**config.mk**
```make
export PLATFORM = sky130hd
export DESIGN_NAME = cache_assoc_nvias
export DESIGN_NICKNAME = d
export VERILOG_FILES = /design/src/rtl/cache_assoc_nvias.sv
export SDC_FILE = /design/constraint.sdc
export NUM_CORES = 1
export LEC_CHECK = 0
export CORE_MARGIN = 2
export CORE_UTILIZATION = 50
export CTS_CLUSTER_DIAMETER = 30
export DETAILED_ROUTE_END_ITERATION = 6
export PLACE_DENSITY = 0.78
export SLEW_MARGIN = 20
export SYNTH_ARGS = -nofsm -noshare
export SYNTH_HDL_FRONTEND = slang
export SYNTH_SLANG_ARGS = --single-unit
```
**constraint.sdc**
```tcl
create_clock -name clock -period 5.7 [get_ports clock]
set_clock_uncertainty 0.2 [all_clocks]
set_input_delay 1.14 -clock clock [delete_from_list [all_inputs] [get_ports clock]]
set_output_delay 1.14 -clock clock [all_outputs]
set_load 0.01 [all_outputs]
```
**src/rtl/cache_assoc_nvias.sv**
```systemverilog
// Set-associative, write-back, write-allocate cache with per-set LRU ages.
// One request in flight at a time; misses go through an optional write-back
// of a dirty victim followed by a fill from memory.
module cache_assoc_nvias #(
    parameter int unsigned ADDR_W = 5,
    parameter int unsigned IDX_W  = 1,
    parameter int unsigned VIAS   = 2,
    parameter int unsigned DATA_W = 5
) (
    input  logic              clock,
    input  logic              reset,
    input  logic              req_valid,
    output logic              req_ready,
    input  logic              write,
    input  logic [ADDR_W-1:0] endereco,
    input  logic [DATA_W-1:0] dado_escrita,
    output logic              resp_valid,
    output logic              hit,
    output logic [DATA_W-1:0] dado_lido,
    output logic              mem_req,
    output logic              mem_write,
    output logic [ADDR_W-1:0] mem_endereco,
    output logic [DATA_W-1:0] mem_dado_escrita,
    input  logic [DATA_W-1:0] mem_dado_lido,
    input  logic              mem_ack
);

    localparam int unsigned TAG_W = ADDR_W - IDX_W;
    localparam int unsigned SETS  = 1 << IDX_W;
    localparam int unsigned WAY_W = $clog2(VIAS);

    typedef enum logic [2:0] {
        ST_IDLE      = 3'd0,
        ST_LOOKUP    = 3'd1,
        ST_WRITEBACK = 3'd2,
        ST_FILL      = 3'd3,
        ST_RESP      = 3'd4
    } state_t;

    state_t state_q, state_d;

    // Latched request
    logic              write_q, write_d;
    logic [ADDR_W-1:0] addr_q, addr_d;
    logic [DATA_W-1:0] wdata_q, wdata_d;
    logic [WAY_W-1:0]  victim_q, victim_d;

    // Registered outputs
    logic              req_ready_q, req_ready_d;
    logic              resp_valid_q, resp_valid_d;
    logic              hit_q, hit_d;
    logic [DATA_W-1:0] dado_lido_q, dado_lido_d;
    logic              mem_req_q, mem_req_d;
    logic              mem_write_q, mem_write_d;
    logic [ADDR_W-1:0] mem_endereco_q, mem_endereco_d;
    logic [DATA_W-1:0] mem_dado_escrita_q, mem_dado_escrita_d;

    // Line storage
    logic [VIAS-1:0]   valid_q [SETS];
    logic [VIAS-1:0]   dirty_q [SETS];
    logic [TAG_W-1:0]  tag_q   [SETS][VIAS];
    logic [DATA_W-1:0] data_q  [SETS][VIAS];
    logic [WAY_W-1:0]  age_q   [SETS][VIAS];

    logic [IDX_W-1:0]  idx;
    logic [TAG_W-1:0]  tag_in;

    logic              lk_hit;
    logic [WAY_W-1:0]  lk_hit_way;
    logic              inv_found;
    logic [WAY_W-1:0]  inv_way;
    logic [WAY_W-1:0]  lru_way;
    logic [WAY_W-1:0]  lk_victim;
    logic              lk_victim_dirty;

    logic              line_we;
    logic [WAY_W-1:0]  line_way;
    logic              line_dirty;
    logic [DATA_W-1:0] line_data;
    logic              lru_we;
    logic [WAY_W-1:0]  lru_acc;
    logic [WAY_W-1:0]  lru_old;

    assign idx    = addr_q[IDX_W-1:0];
    assign tag_in = addr_q[ADDR_W-1:IDX_W];

    assign req_ready        = req_ready_q;
    assign resp_valid       = resp_valid_q;
    assign hit              = hit_q;
    assign dado_lido        = dado_lido_q;
    assign mem_req          = mem_req_q;
    assign mem_write        = mem_write_q;
    assign mem_endereco     = mem_endereco_q;
    assign mem_dado_escrita = mem_dado_escrita_q;

    // Tag match, lowest invalid way and oldest way of the indexed set
    always_comb begin
        lk_hit     = 1'b0;
        lk_hit_way = '0;
        inv_found  = 1'b0;
        inv_way    = '0;
        lru_way    = '0;
        for (int unsigned w = 0; w < VIAS; w++) begin
            if (valid_q[idx][WAY_W'(w)] && (tag_q[idx][WAY_W'(w)] == tag_in)) begin
                lk_hit     = 1'b1;
                lk_hit_way = WAY_W'(w);
            end
            if (!valid_q[idx][WAY_W'(w)] && !inv_found) begin
                inv_found = 1'b1;
                inv_way   = WAY_W'(w);
            end
            if (age_q[idx][WAY_W'(w)] == WAY_W'(VIAS - 1)) begin
                lru_way = WAY_W'(w);
            end
        end
        lk_victim       = inv_found ? inv_way : lru_way;
        lk_victim_dirty = valid_q[idx][lk_victim] & dirty_q[idx][lk_victim];
    end

    // State register
    always_ff @(posedge clock or posedge reset) begin
        if (reset) begin
            state_q <= ST_IDLE;
        end else begin
            state_q <= state_d;
        end
    end

    // Next-state logic
    always_comb begin
        state_d = state_q;
        case (state_q)
            ST_IDLE: begin
                if (req_valid && req_ready_q) state_d = ST_LOOKUP;
            end
            ST_LOOKUP: begin
                if (lk_hit)               state_d = ST_RESP;
                else if (lk_victim_dirty) state_d = ST_WRITEBACK;
                else                      state_d = ST_FILL;
            end
            ST_WRITEBACK: begin
                if (mem_ack) state_d = ST_FILL;
            end
            ST_FILL: begin
                if (mem_ack) state_d = ST_RESP;
            end
            ST_RESP: state_d = ST_IDLE;
            default: state_d = ST_IDLE;
        endcase
    end

    // Output, datapath and line-update decode
    always_comb begin
        write_d            = write_q;
        addr_d             = addr_q;
        wdata_d            = wdata_q;
        victim_d           = victim_q;
        req_ready_d        = (state_d == ST_IDLE);
        resp_valid_d       = (state_d == ST_RESP);
        mem_req_d          = (state_d == ST_WRITEBACK) || (state_d == ST_FILL);
        mem_write_d        = (state_d == ST_WRITEBACK);
        hit_d              = hit_q;
        dado_lido_d        = dado_lido_q;
        mem_endereco_d     = mem_endereco_q;
        mem_dado_escrita_d = mem_dado_escrita_q;
        line_we            = 1'b0;
        line_way           = '0;
        line_dirty         = 1'b0;
        line_data          = '0;
        lru_we             = 1'b0;
        lru_acc            = '0;
        case (state_q)
            ST_IDLE: begin
                if (req_valid && req_ready_q) begin
                    write_d = write;
                    addr_d  = endereco;
                    wdata_d = dado_escrita;
                end
            end
            ST_LOOKUP: begin
                victim_d = lk_victim;
                if (lk_hit) begin
                    hit_d   = 1'b1;
                    lru_we  = 1'b1;
                    lru_acc = lk_hit_way;
                    if (write_q) begin
                        line_we     = 1'b1;
                        line_way    = lk_hit_way;
                        line_dirty  = 1'b1;
                        line_data   = wdata_q;
                        dado_lido_d = wdata_q;
                    end else begin
                        dado_lido_d = data_q[idx][lk_hit_way];
                    end
                end else if (lk_victim_dirty) begin
                    mem_endereco_d     = {tag_q[idx][lk_victim], idx};
                    mem_dado_escrita_d = data_q[idx][lk_victim];
                end else begin
                    mem_endereco_d = addr_q;
                end
            end
            ST_WRITEBACK: begin
                if (mem_ack) mem_endereco_d = addr_q;
            end
            ST_FILL: begin
                if (mem_ack) begin
                    line_we     = 1'b1;
                    line_way    = victim_q;
                    line_dirty  = write_q;
                    line_data   = write_q ? wdata_q : mem_dado_lido;
                    hit_d       = 1'b0;
                    dado_lido_d = write_q ? wdata_q : mem_dado_lido;
                    lru_we      = 1'b1;
                    lru_acc     = victim_q;
                end
            end
            default: ;
        endcase
        lru_old = age_q[idx][lru_acc];
    end

    // Request latch and registered outputs
    always_ff @(posedge clock or posedge reset) begin
        if (reset) begin
            write_q            <= 1'b0;
            addr_q             <= '0;
            wdata_q            <= '0;
            victim_q           <= '0;
            req_ready_q        <= 1'b0;
            resp_valid_q       <= 1'b0;
            hit_q              <= 1'b0;
            dado_lido_q        <= '0;
            mem_req_q          <= 1'b0;
            mem_write_q        <= 1'b0;
            mem_endereco_q     <= '0;
            mem_dado_escrita_q <= '0;
        end else begin
            write_q            <= write_d;
            addr_q             <= addr_d;
            wdata_q            <= wdata_d;
            victim_q           <= victim_d;
            req_ready_q        <= req_ready_d;
            resp_valid_q       <= resp_valid_d;
            hit_q              <= hit_d;
            dado_lido_q        <= dado_lido_d;
            mem_req_q          <= mem_req_d;
            mem_write_q        <= mem_write_d;
            mem_endereco_q     <= mem_endereco_d;
            mem_dado_escrita_q <= mem_dado_escrita_d;
        end
    end

    // Line storage and LRU ages; way w starts with age w
    always_ff @(posedge clock or posedge reset) begin
        if (reset) begin
            for (int unsigned s = 0; s < SETS; s++) begin
                valid_q[IDX_W'(s)] <= '0;
                dirty_q[IDX_W'(s)] <= '0;
                for (int unsigned w = 0; w < VIAS; w++) begin
                    tag_q[IDX_W'(s)][WAY_W'(w)]  <= '0;
                    data_q[IDX_W'(s)][WAY_W'(w)] <= '0;
                    age_q[IDX_W'(s)][WAY_W'(w)]  <= WAY_W'(w);
                end
            end
        end else begin
            if (line_we) begin
                valid_q[idx][line_way] <= 1'b1;
                dirty_q[idx][line_way] <= line_dirty;
                tag_q[idx][line_way]   <= tag_in;
                data_q[idx][line_way]  <= line_data;
            end
            if (lru_we) begin
                for (int unsigned w = 0; w < VIAS; w++) begin
                    if (WAY_W'(w) == lru_acc) begin
                        age_q[idx][WAY_W'(w)] <= '0;
                    end else if (age_q[idx][WAY_W'(w)] < lru_old) begin
                        age_q[idx][WAY_W'(w)] <= age_q[idx][WAY_W'(w)] + WAY_W'(1);
                    end
                end
            end
        end
    end

endmodule

```
==> results.ini, run 1 <==
[yosys]
syn_area_mm2=0.00409
synth-seq-area-share=0.508
synth_cell_types=53
synth_warnings=0
ys_seq_elements=83
synth.area.top_cells=dfrtp_1 (50%), mux2_2 (12%), mux4_2 (6.1%), nand2_1 (3.3%), mux2i_1 (2.9%)
synth_edf_count=0
synth_top_area_share=0.495
synth.most_common_cell=dfrtp_1
synthFlopType=dfrtp_1
synth_nets=361
syn_area_per_cell_um2=12.0
synth_cells=341
synthArstFlopShare=1.00
synthDominantAreaCellType=dfrtp_1
ys_top_cells_by_count=dfrtp_1 (81), mux2_2 (44), nand2_1 (36), nor2_1 (20), o21ai_0 (17)

[clock_network]
cts_made_buffers=9
cts_resized=0
cts_tree=yes
cts_root_buffer=clkbuf_8
h-tree-depth=3
numClockSinks=83
hold_buffers=0
cts_buffer_depth=2
cts.reportedPaths.clkPinSlew_ps=70
post_cts_buffers=0
clk_latency_ps=360

[placement]
place_ws_ps=2050
place_area_mm2=0.00452
hpwlAfterDp_um=6340
io_buffers=39
dpl.cell_count=464
place.gp.congestion=0.851

[final_layout]
syn_to_final_growth_pct=16.5
drive_gt1_frac=0.246
fill_cells=643
antenna_cells=0
num-nets-final=393
finalNonFillerCells=480
design_area_mm2=0.00477
post-route-util=0.607

[timing]
timing.fmax_ghz=0.273
maxSlewHeadroom=0.287
period_minus_slack_ps=3660
period_share=0.643
worst-slew-pin-transition_ps=1060
fin_ws_ps=2040
maxSlewViolCount=0
whs_ps=280
setup_tns_ps=0
rsz0062_at_grt=no
setup_violations=0
hold_viol=0

[worst_hold_path]
hold_path.startpoint=mem_endereco[2]
worstHoldEndpoint=mem_endereco[2]
hold_depth=2
min_path_type=flip-flop to flip-flop

[die]
die_x_um=94.5
design.die.area_mm2=0.00892
num_rows=32
io-pin-count=40
start_util=0.522
die_y_um=94.5
core_mm2=0.00785

[detailed_routing]
wire_per_inst_um=19.2
routed_wl_um=9210
ant_nets=0
via_count=2812
viasPerCell=5.86
drc_errors=0
drt_first_pass_iters=4
initialDrtViolationCount=178

[worst_setup_path]
regToRegEndpoint=tag_q[10]
r2r_cells=8
max_stage_delay_ps=540
cp-end-kind=flip-flop
worstReg2RegStart=addr_q[0]
path_cells=buf_4 > inv_1 > o32ai_1 > o211ai_1 > or2_0 > o31ai_1 > and2_1 > mux2_2
slowest_stage=and2_1
required_ps=5740
cp.arrival_ps=3710
r2r_slack_ps=2040
cp_max_fo=35
crit_path_start_kind=flip-flop
path_class=flip-flop to flip-flop

[power_and_ir_drop]
total_power_mw=2.56
p_leak_nw=2.11
p_per_area_mw_per_mm2=537
ir_drop_uv=221

[grt]
grt_pass1_wl_um=15100
grt_usage=0.225
grt_overflow=0
grt_pass1_vias=2869
grt_start_max_net_pins=53
antenna_found_initial=0

[flow_run]
maxCapViolations=0

[status]
status=finished, final reports clean

-- logic make-up after synthesis --
kind of cell              share of synthesized area
AOI/OAI and AO/OA                             0.106
xor gates and xnor gates                     0.0150
buffers and inverters                        0.0416
DFF                                           0.508
muxes                                         0.244
and+or+nand+nor                              0.0853
-- worst max-delay path, delay by kind of cell (launching register included) --
kind,cells,cell delay (ps)
AO/OA/AOI/OAI,3,910
buffers and inverters,2,790
flip-flops,1,320
AND/OR/NAND/NOR,2,920
multiplexers,1,390
-- area by class of cell --
type                            instances  area (um^2)  share of cell area
Timing Repair Buffer                   42          413              0.0866
Multi-Input combinational cell        223         1840               0.387
Clock buffer                           10          138              0.0289
Tap cell                              102          128              0.0268
Clock inverter                          6          113              0.0236
Sequential cell                        83         2080               0.436
Inverter                               14         53.8              0.0113
-- how the worst max path moves through the flow --
stage	startpoint	end	slack, ps	depth (start not counted)
floorplan	reset	addr_q[0]	2230	1
global placement	mem_ack	data_q[15]	2130	6
detailed placement	mem_ack	tag_q[14]	2050	6
CTS	addr_q[0]	tag_q[9]	2090	8
global route	addr_q[0]	data_q[13]	1760	8
finish	addr_q[0]	tag_q[10]	2040	8
-- report_power, final --
part	internal, mW	switching, mW	leakage, nW
Clock	0.304	0.222	0.126
Sequential	0.789	0.199	1.07
Combinational	0.505	0.543	0.921
-- layout by cell type (no fill, tap or decap), drive strengths merged, types with 2 or more instances in the layout --
master,n
a21boi,2
a21oi,11
a22oi,2
a31oi,4
a32oi,5
a41oi,3
buf,3
bufinv,3
clkbuf,10
clkdlybuf4s50,39
clkinv,4
dfrtp,81
dfstp,2
inv,13
mux2,52
mux2i,13
mux4,11
nand2,36
nand2b,5
nand3,3
nand3b,2
nor2,21
nor3,2
o211ai,4
o21ai,18
o22ai,4
o32ai,3
or2,3
xnor2,3
xor2,4
-- per-layer routing --
layer	share of wire	GRT usage
met4	0.025	0.114
met2	0.47	0.335
met3	0.061	0.0367
met5	0	0
met1	0.45	0.322
-- state kept, by name (all words and copies together), names as in the netlist, 3 cells and up --
register and flops:
addr_q 5, age_q 4, dado_lido 5, data_q 20
dirty_q 4, mem_dado_escrita 5, mem_endereco 5, state_q 3
tag_q 16, valid_q 4, wdata_q 5
Note: power is estimated with default switching activity, not from simulation.
==> run 2: changes to the inputs <==
==> constraint.sdc (replaced) <==
create_clock -name clock -period 3.4 [get_ports clock]
set_clock_uncertainty 0.2 [all_clocks]
set_input_delay 0.68 -clock clock [delete_from_list [all_inputs] [get_ports clock]]
set_output_delay 0.68 -clock clock [all_outputs]
set_load 0.01 [all_outputs]
==> run 2 against run 1 <==
First-iteration DRC count increased by 15%. Clock power grew 52%. Critical path depth decreased by 1. Register-to-register slack worse by 1700 ps. Final cell count increased by 1.5%. Clock-buffer cell count rose by 2. Worst hold slack improved by 9.3 ps. Non-clock buffer count increased by 7. Critical path type unchanged. Critical endpoint is now dirty_q[1]. Highest routed layer unchanged.
==> results.ini, run 2 (same netlist as run 1, synthesis figures left out) <==
[detailed_routing]
drt_first_pass_iters=5  ; +1
routed_wl_um=9300  ; +1.0%
initialDrtViolationCount=204  ; +15%
ant_nets=0  ; unchanged
drc_errors=0  ; unchanged
viasPerCell=5.96  ; +1.8%
via_count=2903  ; +3.2%
wire_per_inst_um=19.1  ; -0.41%

[power_and_ir_drop]
p_per_area_mw_per_mm2=884  ; +64%
netSwitchingFraction=0.377  ; +0.000662
intPower_mw=2.65  ; +66%
ir_drop_uv=306  ; +39%
p_comb_frac=0.413  ; +0.004
clock_power_share=0.188  ; -0.017
p_switching_mw=1.60  ; +66%
p_leak_nw=2.14  ; +1.2%
pwr-share-seq=0.399  ; +0.013

[final_layout]
num-nets-final=400  ; +1.8%
post-route-util=0.613  ; +0.00558
final_common_cell=dfrtp_1
largest-register=data_q
mostFrequentLayoutCells=dfrtp_1 (80), mux2_2 (44), clkdlybuf4s50_1 (39)
syn_to_final_growth_pct=17.5
reg_top3=data_q x20, tag_q x16
drive_gt1_frac=0.260  ; +0.0137
antenna_cells=0  ; unchanged
finalNonFillerCells=487  ; +1.5%
largest_reg_flops=20  ; unchanged

[clock_network]
clk_latency_ps=350  ; about the same
h-tree-depth=3  ; unchanged
numClockSinks=83  ; unchanged
cts_buffer_depth=2  ; unchanged
cts_root_buffer=clkbuf_8
cts_tree=yes
cts.reportedPaths.clkPinSlew_ps=80  ; about the same
cts_made_buffers=9  ; unchanged
post_cts_buffers=0  ; unchanged

[timing]
timing.fmax_ghz=0.330  ; +21%
setup_violations=0  ; unchanged
period_minus_slack_ps=3030  ; -639 ps
worst-slew-pin-transition_ps=756  ; -306 ps
period_share=0.890  ; +0.247
maxSlewHeadroom=0.495  ; +0.208
whs_ps=289  ; +9.32 ps
rsz0062_at_grt=no
fin_ws_ps=374  ; -1660 ps
maxSlewViolCount=0  ; unchanged
setup_tns_ps=0  ; unchanged
hold_viol=0  ; unchanged

[status]
status=finished, final reports clean

[placement]
place_ws_ps=194  ; -1860 ps
dpl.cell_count=471  ; +1.5%
place.gp.congestion=0.882  ; +3.7%
hpwlAfterDp_um=6490  ; +2.5%
io_buffers=39  ; unchanged

[grt]
grt_pass1_vias=2897  ; +0.98%
grt_overflow=0  ; unchanged
grt_pass1_wl_um=15000  ; -0.23%
grt_start_max_net_pins=40  ; -25%
antenna_found_initial=0  ; unchanged
grt_usage=0.226  ; +0.000293

[worst_setup_path]
required_ps=3430  ; -2310 ps
cp.arrival_ps=3060  ; -650 ps
max_stage_delay_ps=600  ; +60 ps
crit_top_cell=nand2_1
cp_max_fo=17  ; -51%
slowest_stage=dfrtp_2
cp-end-kind=flip-flop
path_cells=mux2i_1 > xor2_1 > nand2_1 > or2_0 > o31ai_1 > nand2_1 > mux2_2
path_class=flip-flop to flip-flop
crit_path_start_kind=flip-flop

[die]
core_mm2=0.00785  ; unchanged
num_rows=32  ; unchanged
design.die.area_mm2=0.00892  ; unchanged
io-pin-count=40  ; unchanged
die_x_um=94.5  ; unchanged
start_util=0.522  ; unchanged
die_y_um=94.5  ; unchanged

[worst_hold_path]
min_path_type=flip-flop to flip-flop

[flow_run]
maxCapViolations=0  ; unchanged

==> run 2: cell count changes in the layout (fill, tap and decap cells not counted) <==
cell and delta:
o21ai_1 -1, dfrtp_2 +1, buf_12 +1, o21ai_0 +1
buf_4 +6, clkbuf_1 +1, bufinv_16 -1, clkinv_4 -2
dfrtp_1 -1, clkinvlp_4 +1, clkbuf_8 +1
==> run 2: power by group through the flow <==
stage,Combinational (mW),Sequential (mW),Clock [mW]
2_1_floorplan,1.33,1.55,0
3_3_place_gp,1.69,1.69,0
3_5_place_dp,1.74,1.71,0
4_1_cts,1.75,1.69,0.814
5_1_grt,1.92,1.74,0.851
6_report,1.75,1.70,0.800
==> run 2: final timing paths <==
kind	startpoint	endpoint	slack, ps	cells after the start
worst max-delay path	addr_q[0]	dirty_q[1]	370	7
worst min-delay path	mem_endereco[0]	mem_endereco[0]	290	2
worst max register to register	addr_q[0]	dirty_q[1]	370	7
worst min register to register	mem_endereco[0]	mem_endereco[0]	290	2
max in group asynchronous	reset	age_q[2]	1810	3
min in group asynchronous	reset	mem_endereco[3]	530	2
==> run 2: what timing repair did <==
action	in CTS	in global routing
resized for setup	0	1
hold buffers	0	0
setup endpoints to repair	0	17
==> run 2: routing by layer <==
metal,vias up,GRT usage,wire length (um)
met5,-,0,0
met4,0,0.114,269
met3,25,0.0447,494
met2,104,0.337,4360
met1,1467,0.316,4180
li1,1307,-,-
==> run 2: final cells by class <==
type                    instances  area (um^2)
multi-input cells             223         1840
repair buffers                 49          478
clock buffers                  12          155
well taps                     102          128
inverters                      14         53.8
clock inverters                 4         72.6
flip-flops and latches         83         2080
fillers                       646         3040
==> run 2: stage by stage <==
step	instance area, um^2	total power, mW
2_1_floorplan	4090	2.87
3_3_place_gp	4580	3.38
3_5_place_dp	4580	3.44
4_1_cts	4810	4.26
5_1_grt	4810	4.51
6_report	4810	4.25
==> run 2: critical path, delay by kind of cell, from the launching register on <==
family	cells	cell delay, ps
and+or+nand+nor	3	870
muxes	2	720
DFF	1	600
AOI/OAI and AO/OA	1	340
xor gates and xnor gates	1	170
==> run 3: changes to the inputs <==
--- a/config.mk
+++ b/config.mk
@@ -6,10 +6,11 @@
 export NUM_CORES = 1
 export LEC_CHECK = 0
 export CORE_MARGIN = 2
-export CORE_UTILIZATION = 50
+export CORE_UTILIZATION = 35
 export CTS_CLUSTER_DIAMETER = 30
 export DETAILED_ROUTE_END_ITERATION = 6
-export PLACE_DENSITY = 0.78
+export PLACE_DENSITY = 0.6
+export SKIP_LAST_GASP = 1
 export SLEW_MARGIN = 20
 export SYNTH_ARGS = -nofsm -noshare
 export SYNTH_HDL_FRONTEND = slang
==> run 3 against run 2 <==
Setup slack worse by 68 ps. Power up 5.5%. First-iteration DRC count down 9.8%. Wire length increased by 2.2%. Via count fell by 1.7%. Die area rose by 41%. Critical path type unchanged.
==> results.ini, run 3 (same netlist as run 1, synthesis figures left out) <==
[worst_hold_path]
hold_depth=2  ; unchanged
worstHoldEndpoint=mem_endereco[2]
min_path_type=flip-flop to flip-flop
hold_path.startpoint=mem_endereco[2]

[worst_setup_path]
crit_path_start_kind=flip-flop
r2r_slack_ps=310  ; -70 ps
max_stage_delay_ps=530  ; -70 ps
worstReg2RegStart=addr_q[0]
path_class=flip-flop to flip-flop
regToRegEndpoint=data_q[4]
cp_max_fo=13  ; -4
r2r_cells=8  ; +1
required_ps=3410  ; -20 ps
path_cells=buf_4 > mux2i_1 > xnor2_1 > o211ai_1 > or2_0 > o31ai_1 > nand2_1 > mux2_2
cp.arrival_ps=3110  ; +50 ps
cp-end-kind=flip-flop
slowest_stage=dfrtp_2

[timing]
timing.fmax_ghz=0.323  ; -2.2%
period_minus_slack_ps=3090  ; +68.2 ps
period_share=0.910  ; +0.0201
maxSlewViolCount=0  ; unchanged
hold_viol=0  ; unchanged
worst-slew-pin-transition_ps=868  ; +112 ps
maxSlewHeadroom=0.415  ; -0.0796
rsz0062_at_grt=no
setup_violations=0  ; unchanged
setup_tns_ps=0  ; unchanged

[final_layout]
num-nets-final=399  ; -0.25%
design_area_mm2=0.00494  ; +2.8%
syn_to_final_growth_pct=20.8
fill_cells=1094  ; +69%
antenna_cells=0  ; unchanged
mostFrequentLayoutCells=dfrtp_1 (80), mux2_2 (44), clkdlybuf4s50_1 (39)
final_common_cell=dfrtp_1
drive_gt1_frac=0.258  ; -0.00125
largest_reg_flops=20  ; unchanged
largest-register=data_q
reg_top3=data_q x20, tag_q x16

[placement]
hpwlAfterDp_um=6500  ; +0.12%
place.gp.congestion=0.856  ; -3.0%
io_buffers=39  ; unchanged
place_area_mm2=0.00463  ; +0.96%

[grt]
grt_usage=0.159  ; -0.0662
grt_overflow=0  ; unchanged
antenna_found_initial=0  ; unchanged
grt_pass1_wl_um=15700  ; +4.1%
grt_pass1_vias=2851  ; -1.6%
grt_start_max_net_pins=84  ; +110%

[die]
num_rows=39  ; +22%
start_util=0.358  ; -0.163
die_x_um=112  ; +19%
io-pin-count=40  ; unchanged
design.die.area_mm2=0.0126  ; +41%
die_y_um=112  ; +19%
core_mm2=0.0114  ; +46%

[clock_network]
numClockSinks=83  ; unchanged
cts_root_buffer=clkbuf_16
post_cts_buffers=0  ; unchanged
h-tree-depth=3  ; unchanged
cts_tree=yes
cts_made_buffers=9  ; unchanged
cts_buffer_depth=2  ; unchanged
cts.reportedPaths.clkPinSlew_ps=60  ; -20 ps
clk_latency_ps=330  ; -20 ps

[detailed_routing]
initialDrtViolationCount=184  ; -9.8%
routed_wl_um=9510  ; +2.2%
viasPerCell=5.43  ; -8.9%
drc_errors=0  ; unchanged
drt_first_pass_iters=5  ; unchanged
wire_per_inst_um=18.1  ; -5.4%
ant_nets=0  ; unchanged
via_count=2855  ; -1.7%

[power_and_ir_drop]
pwr-share-seq=0.377  ; -0.022
p_per_area_mw_per_mm2=907  ; +2.7%
p_comb_frac=0.394  ; -0.019
p_leak_nw=2.18  ; +1.7%
p_switching_mw=1.63  ; +1.6%
netSwitchingFraction=0.363  ; -0.0140
intPower_mw=2.86  ; +7.9%
clock_power_share=0.229  ; +0.041
ir_drop_uv=357  ; +17%

[flow_run]
maxCapViolations=0  ; unchanged

[status]
status=finished, final reports clean

[run 3: power groups by stage]
stage	combinational, mW	sequential (mW)	clock, mW
after global routing	1.93	1.74	1.10
after detailed placement	1.77	1.70	0
after global placement	1.75	1.69	0
final	1.77	1.69	1.03
after floorplan	1.33	1.55	0
after CTS	1.78	1.69	1.04
[run 3: worst max path at each step]
| stage | slack [ps] | to | from |
|---|---|---|---|
| after floorplan | 390 | addr_q[0] | reset |
| after global placement | 330 | tag_q[0] | addr_q[0] |
| after detailed placement | 170 | tag_q[2] | addr_q[0] |
| after CTS | 140 | tag_q[2] | addr_q[0] |
| after global routing | 30 | dirty_q[1] | addr_q[0] |
| final | 310 | data_q[4] | addr_q[0] |
[run 3: metrics by stage]
stage | hold slack [ps] | setup slack (ps) | total power, mW | utilization | std cells
floorplan | 264 | 387 | 2.87 | - | 341
global placement | 267 | 329 | 3.44 | 0.405 | 511
detailed placement | 271 | 170 | 3.46 | 0.405 | 511
CTS | 284 | 144 | 4.51 | 0.433 | 526
global route | 302 | 33.4 | 4.77 | 0.433 | 526
finish | 279 | 306 | 4.48 | 0.433 | 526
[run 3: layout make-up]
type / instances / area, um^2 / area share
flip-flops and latches: 83 / 2080 / 0.421
inverters: 14 / 53.8 / 0.0109
clock inverters: 5 / 77.6 / 0.0157
well taps: 143 / 179 / 0.0362
multi-input cells: 223 / 1840 / 0.373
clock buffers: 10 / 239 / 0.0483
repair buffers: 48 / 470 / 0.0952
[run 3: layer usage]
layer | wire length, um | share of wire | track usage
met1 | 4440 | 0.47 | 0.231
met2 | 4670 | 0.49 | 0.247
met3 | 269 | 0.028 | 0.0211
met4 | 133 | 0.014 | 0.0577
met5 | 0 | 0 | 0
[run 3: timing repair]
action	CTS	global route
setup endpoints to repair	0	19
hold buffers	0	0
gates resized for setup	0	1
[run 3: worst max-delay path: cells and delay by family, from the launching register on]
family / cells / cell delay [ps]
xor gates and xnor gates: 1 / 140
buffers and inverters: 1 / 220
and+or+nand+nor: 2 / 760
AOI/OAI and AO/OA: 2 / 470
DFF: 1 / 530
muxes: 2 / 640
